$ cat config.mk
export PLATFORM = sky130hd
export DESIGN_NAME = cmsdk_fpga_sram_arb
export DESIGN_NICKNAME = d
export VERILOG_FILES = /design/src/rtl/cmsdk_fpga_sram_arb_pkg.sv /design/src/rtl/cmsdk_fpga_sram_arb_rr.sv /design/src/rtl/cmsdk_fpga_sram_arb.sv
export SDC_FILE = /design/constraint.sdc
export NUM_CORES = 1
export LEC_CHECK = 0
export ABC_AREA = 1
export BUFFER_PORTS_ARGS = -buffer_cell sky130_fd_sc_hd__clkbuf_2
export CAP_MARGIN = 25
export CORE_AREA = 5 5 121 123
export CTS_CLUSTER_SIZE = 40
export DETAILED_ROUTE_END_ITERATION = 12
export DIE_AREA = 0 0 126 128
export HOLD_SLACK_MARGIN = 0.15
export PLACE_DENSITY = 0.5
export SLEW_MARGIN = 5
export SYNTH_ARGS = -nofsm -noshare
export SYNTH_HDL_FRONTEND = slang
export SYNTH_HIERARCHICAL = 1
export SYNTH_SLANG_ARGS = --single-unit
$ cat constraint.sdc
create_clock -name i_clk -period 1.7 [get_ports i_clk]
set_clock_uncertainty 0.15 [all_clocks]
set_input_delay 0.17 -clock i_clk [delete_from_list [all_inputs] [get_ports i_clk]]
set_output_delay 0.17 -clock i_clk [all_outputs]
set_load 0.02 [all_outputs]
$ cat src/rtl/cmsdk_fpga_sram_arb_pkg.sv
// Shared types and helpers for the two-port SRAM arbiter.
// The optional grant statistics are enabled by defining CMSDK_FPGA_SRAM_ARB_STATS_EN.
package cmsdk_fpga_sram_arb_pkg;

    typedef enum logic [1:0] {
        ST_ARB   = 2'd0,
        ST_LOCK0 = 2'd1,
        ST_LOCK1 = 2'd2
    } arb_state_t;

    localparam logic PORT0 = 1'b0;
    localparam logic PORT1 = 1'b1;

    // Width that can hold every value 0..max_burst of the burst counter.
    function automatic int bcnt_width(input int max_burst);
        return $clog2(max_burst + 1);
    endfunction

    function automatic logic [31:0] sat_inc(input logic [31:0] v);
        return (v == 32'hFFFF_FFFF) ? v : v + 32'd1;
    endfunction

endpackage

$ cat src/rtl/cmsdk_fpga_sram_arb_rr.sv
// Two-way round-robin picker: a lone requester wins, on contention the port
// that was not granted last wins. Purely combinational, one-hot output.
module cmsdk_fpga_sram_arb_rr
    import cmsdk_fpga_sram_arb_pkg::*;
(
    input  logic [1:0] i_req,
    input  logic       i_last,
    output logic [1:0] o_gnt
);

    // NOTE: every output gets a default before any branch so no path can infer a latch.
    always_comb begin
        o_gnt = i_req;
        if (i_req[0] && i_req[1]) begin
            o_gnt = (i_last == PORT1) ? 2'b01 : 2'b10;
        end
    end

endmodule

$ cat src/rtl/cmsdk_fpga_sram_arb.sv
// Round-robin arbiter sharing one single-port block RAM between two word requesters,
// with bounded burst locking. Grant counters built only with CMSDK_FPGA_SRAM_ARB_STATS_EN.
module cmsdk_fpga_sram_arb
    import cmsdk_fpga_sram_arb_pkg::*;
#(
    parameter int AW        = 16,
    parameter int MAX_BURST = 4
) (
    input  logic          i_clk,
    input  logic          i_reset,
    input  logic          i_req0,
    input  logic          i_req1,
    input  logic          i_lock0,
    input  logic          i_lock1,
    input  logic          i_write0,
    input  logic          i_write1,
    input  logic [AW-3:0] i_addr0,
    input  logic [AW-3:0] i_addr1,
    input  logic [31:0]   i_wdata0,
    input  logic [31:0]   i_wdata1,
    input  logic [3:0]    i_wstrb0,
    input  logic [3:0]    i_wstrb1,
    output logic          o_gnt0,
    output logic          o_gnt1,
    output logic          o_rvalid0,
    output logic          o_rvalid1,
    output logic [31:0]   o_rdata0,
    output logic [31:0]   o_rdata1,
    output logic          o_sram_cs,
    output logic [AW-3:0] o_sram_addr,
    output logic [31:0]   o_sram_wdata,
    output logic [3:0]    o_sram_wren,
    input  logic [31:0]   i_sram_rdata,
    output logic [31:0]   o_gnt_cnt0,
    output logic [31:0]   o_gnt_cnt1
);

    localparam int              BW       = bcnt_width(MAX_BURST);
    localparam logic [BW-1:0]   BCNT_MAX = BW'(MAX_BURST);
    localparam logic            LOCK_EN  = (MAX_BURST > 1);

    arb_state_t     r_state;
    arb_state_t     w_state_nxt;
    logic           r_last;
    logic           w_last_nxt;
    logic [BW-1:0]  r_bcnt;
    logic [BW-1:0]  w_bcnt_nxt;
    logic [BW-1:0]  w_bcnt_inc;
    logic           r_rpend;
    logic           r_rsel;

    logic [1:0]     w_rr_gnt;
    logic [1:0]     w_gnt;
    logic           w_any;
    logic           w_win;
    logic           w_win_lock;
    logic           w_win_write;
    logic           w_held;

    cmsdk_fpga_sram_arb_rr u_rr (
        .i_req  ({i_req1, i_req0}),
        .i_last (r_last),
        .o_gnt  (w_rr_gnt)
    );

    // A lock owner that drops its request hands the cycle straight back to the picker.
    always_comb begin
        w_gnt = 2'b00;
        if (!i_reset) begin
            if (r_state == ST_LOCK0 && i_req0) begin
                w_gnt = 2'b01;
            end else if (r_state == ST_LOCK1 && i_req1) begin
                w_gnt = 2'b10;
            end else begin
                w_gnt = w_rr_gnt;
            end
        end
    end

    assign w_any       = |w_gnt;
    assign w_win       = w_gnt[1];
    assign w_win_lock  = w_win ? i_lock1  : i_lock0;
    assign w_win_write = w_win ? i_write1 : i_write0;
    assign w_held      = (r_state == ST_LOCK0 && w_gnt[0]) || (r_state == ST_LOCK1 && w_gnt[1]);
    assign w_bcnt_inc  = r_bcnt + 1'b1;

    always_comb begin
        w_state_nxt = ST_ARB;
        w_last_nxt  = r_last;
        w_bcnt_nxt  = '0;
        if (w_any) begin
            w_last_nxt = w_win;
            if (w_held) begin
                if (w_win_lock && w_bcnt_inc != BCNT_MAX) begin
                    w_state_nxt = r_state;
                    w_bcnt_nxt  = w_bcnt_inc;
                end
            end else if (w_win_lock && LOCK_EN) begin
                w_state_nxt = w_win ? ST_LOCK1 : ST_LOCK0;
                w_bcnt_nxt  = BW'(1);
            end
        end
    end

    // NOTE: sequential state is assigned with <= so every register samples pre-edge values.
    always_ff @(posedge i_clk) begin
        if (i_reset) begin
            r_state <= ST_ARB;
            r_last  <= PORT1;
            r_bcnt  <= '0;
            r_rpend <= 1'b0;
            r_rsel  <= PORT0;
        end else begin
            r_state <= w_state_nxt;
            r_last  <= w_last_nxt;
            r_bcnt  <= w_bcnt_nxt;
            r_rpend <= w_any && !w_win_write;
            r_rsel  <= w_win;
        end
    end

    assign o_gnt0       = w_gnt[0];
    assign o_gnt1       = w_gnt[1];
    assign o_sram_cs    = w_any;
    assign o_sram_addr  = w_win ? i_addr1  : i_addr0;
    assign o_sram_wdata = w_win ? i_wdata1 : i_wdata0;
    assign o_sram_wren  = (w_any && w_win_write) ? (w_win ? i_wstrb1 : i_wstrb0) : 4'h0;

    assign o_rvalid0 = r_rpend && (r_rsel == PORT0);
    assign o_rvalid1 = r_rpend && (r_rsel == PORT1);
    assign o_rdata0  = o_rvalid0 ? i_sram_rdata : 32'h0;
    assign o_rdata1  = o_rvalid1 ? i_sram_rdata : 32'h0;

`ifdef CMSDK_FPGA_SRAM_ARB_STATS_EN
    logic [31:0] r_gnt_cnt0;
    logic [31:0] r_gnt_cnt1;

    always_ff @(posedge i_clk) begin
        if (i_reset) begin
            r_gnt_cnt0 <= '0;
            r_gnt_cnt1 <= '0;
        end else begin
            if (w_gnt[0]) r_gnt_cnt0 <= sat_inc(r_gnt_cnt0);
            if (w_gnt[1]) r_gnt_cnt1 <= sat_inc(r_gnt_cnt1);
        end
    end

    assign o_gnt_cnt0 = r_gnt_cnt0;
    assign o_gnt_cnt1 = r_gnt_cnt1;
`else
    assign o_gnt_cnt0 = 32'h0;
    assign o_gnt_cnt1 = 32'h0;
`endif

endmodule

==> metrics.txt <==
outcome finished with violations; failing checks setup timing; vias post-DR approximately 3,000; Setup Viol. Count Final 57; Max Cap Viol 0; vias in the first global route 2,946; Core ar. 13,600 um^2; register area 163 um^2; Reg-to-Reg Start r_state[1]; Total GRT Usage 0.110; setup TNS -8.61 ns; Die Area ~16,000 um^2; area of the multi-input gates 1590 um^2; Setup WS post-layout -0.193 ns; crit share post-route 1.11; global route overflow 0; Mapped Area ~2000 um^2; leakage power 2.83 nW; initial antenna violation count 0; CTS tree yes; cells after synthesis 400; Vias/cell 3.56; htree depth 1; r2r setup slk -0.19 ns; hpwl dp 8380 um; unrepaired setup endpoints after global routing true; gpl congestion 0.772; top-area cell type share of the netlist area 0.302; nets@finish 830; Min Hold Slack 0.176 ns; clk_lat worst skew between 0.2 and 0.25 ns; P per Cell Area about 450 nW/um^2; Area Growth Syn to Fin 126%; layout cell share with drive strength beyond 1 0.558; #FFs+latches synth 8; ANT cells 0; Initial DRT Pass Iterations 4; CTS root buffer clkbuf_16; CP Capture Type flip-flop; global-route wire length before repair 14,600 um; Seq/Total Area, Yosys 0.0804; Synth area leader nand2_1; YS warnings 6; minimum clock period 1.89 ns; # IOs 323; Initial Utilization 0.147; data arrival time of the worst path around 1.9 ns; WL final between 10,000 and 15,000 um; largest net degree at the start of global routing 34; endpoints failing hold 0; Distinct cells, synth 21; CTS sink cnt 8; fmax 0.528 GHz; DRC Markers 0; DRT antenna net count 0; Startpoint Class flip-flop; die height 128 um; critical path peak fanout 3; Avg Inst Size Synth about 5 um^2; Horiz. Die Dim 126 um; Hold Startpoint i_lock0; Max Slew Vio Count 0; fillers 1,490; Clk pin slew, worst setup/hold paths 0.04 ns; Starting DRT DRC Count around 60; R2R depth 12; Synth area leaders nand2_1 30%, buf_4 25%, nor2_1 13%; worst r2r dst r_state[1]; port bufs 258; per-cell routed wire length between 10 and 15 um; worst min path class in2reg; Crit Path Category reg2reg; Num CTS Buffers 3; hold depth 5; WP data required 1.67 ns; FP Rows 43; Worst Hold End r_bcnt[0]; peak supply drop 0.231 mV; Max Root-Sink Buffers 2
## sequential cells by signal, indices dropped and copies added, names as in the netlist
register / flops
r_state: 2
r_bcnt: 3
r_rpend: 1
r_last: 1
r_rsel: 1
## power breakdown
group	internal, mW	switching (mW)
registers	0.200	0.00884
logic	0.635	0.778
clock network	0.304	0.0948
total	1.14	0.881
## worst max path at each step
stage,slack [ns],cells past startpoint,endpoint,startpoint
floorplan,0.01,9,o_sram_wren[0],r_state[1]
global placement,-0.11,9,o_sram_addr[7],r_state[0]
detailed placement,-0.08,9,o_sram_addr[7],r_state[0]
CTS,-0.19,11,o_sram_wdata[30],r_state[1]
global route,-0.29,12,r_state[1],r_state[1]
finish,-0.19,12,r_state[1],r_state[1]
## repair_timing
action | CTS | global route
endpoints found under the setup margin | 83 | 89
setup buffers | 14 | 0
endpoints found under the hold margin | 1 | 0
pin swaps | 31 | 6
gates resized for setup | 160 | 65
hold buffers | 1 | 0
cloned | 4 | 2
## synthesized netlist by cell type (all sizes together)
cell and count:
inv 50, buf 75, o21bai 2, ha 2, nand2 166, conb 1, nor3 1, nand3 9
nand4 1, xor2 1, a21oi 7, nor2 71, clkbuf 6, dfxtp 8
## layout make-up
class | count | share of cell area
Sequential cell | 8 | 0.0361
Timing Repair Buffer | 301 | 0.502
Multi-Input combinational cell | 324 | 0.352
Clock buffer | 3 | 0.0167
Tap cell | 180 | 0.0500
Inverter | 50 | 0.0422
## through the flow
step	setup WS (ns)	std cells	util	total power, mW	cell area, um^2
final	-0.193	866	0.332	2.02	4500
after global routing	-0.285	866	0.332	2.14	4500
after CTS	-0.191	864	0.316	1.94	4280
after detailed placement	-0.0849	842	0.251	1.26	3400
after global placement	-0.108	842	0.251	1.26	3400
after floorplan	0.0149	463	-	0.924	2230
## critical path: stages (launching register included)
cell and delay, ns:
dfxtp_2 0.35, inv_2 0.05, buf_4 0.12, buf_4 0.12, buf_4 0.12, buf_4 0.11, buf_4 0.12, buf_4 0.14
nor2_2 0.09, nand3_2 0.08, nand2_2 0.09, nor2_1 0.05, o21bai_4 0.17
## metal layers
layer | up-vias | global-route usage | wire (um)
li1 | 1602 | - | -
met1 | 1297 | 0.115 | 3460
met2 | 180 | 0.215 | 5620
met3 | 4 | 0.0379 | 1150
met4 | 0 | 0.0151 | 47
met5 | - | 0 | 0
## cells in the final DEF, fill, tap and decap left out, drive strengths merged
cell | synthesis | routed
o21bai | 2 | 2
nand3 | 9 | 9
clkbuf | 6 | 242
nand4 | 1 | 1
nand2 | 166 | 166
inv | 50 | 50
conb | 1 | 64
buf | 75 | 60
xor2 | 1 | 1
ha | 2 | 2
dfxtp | 8 | 8
nor2 | 71 | 71
bufbuf | 0 | 1
nor3 | 1 | 1
dlygate4sd3 | 0 | 1
a21oi | 7 | 7
## logic make-up (layout without fill, tap and decap cells)
logic type | after synthesis | after routing | synth area share
AND/OR/NAND/NOR | 248 | 248 | 0.494
AO/OA/AOI/OAI | 9 | 9 | 0.0270
XOR/XNOR | 1 | 1 | 0.00440
adder cells (fa/ha/maj) | 2 | 2 | 0.0126
buffers and inverters | 131 | 354 | 0.380
other | 1 | 64 | 0.00188
flip-flops | 8 | 8 | 0.0804
No activity file was read; power rests on OpenSTA's default activity.
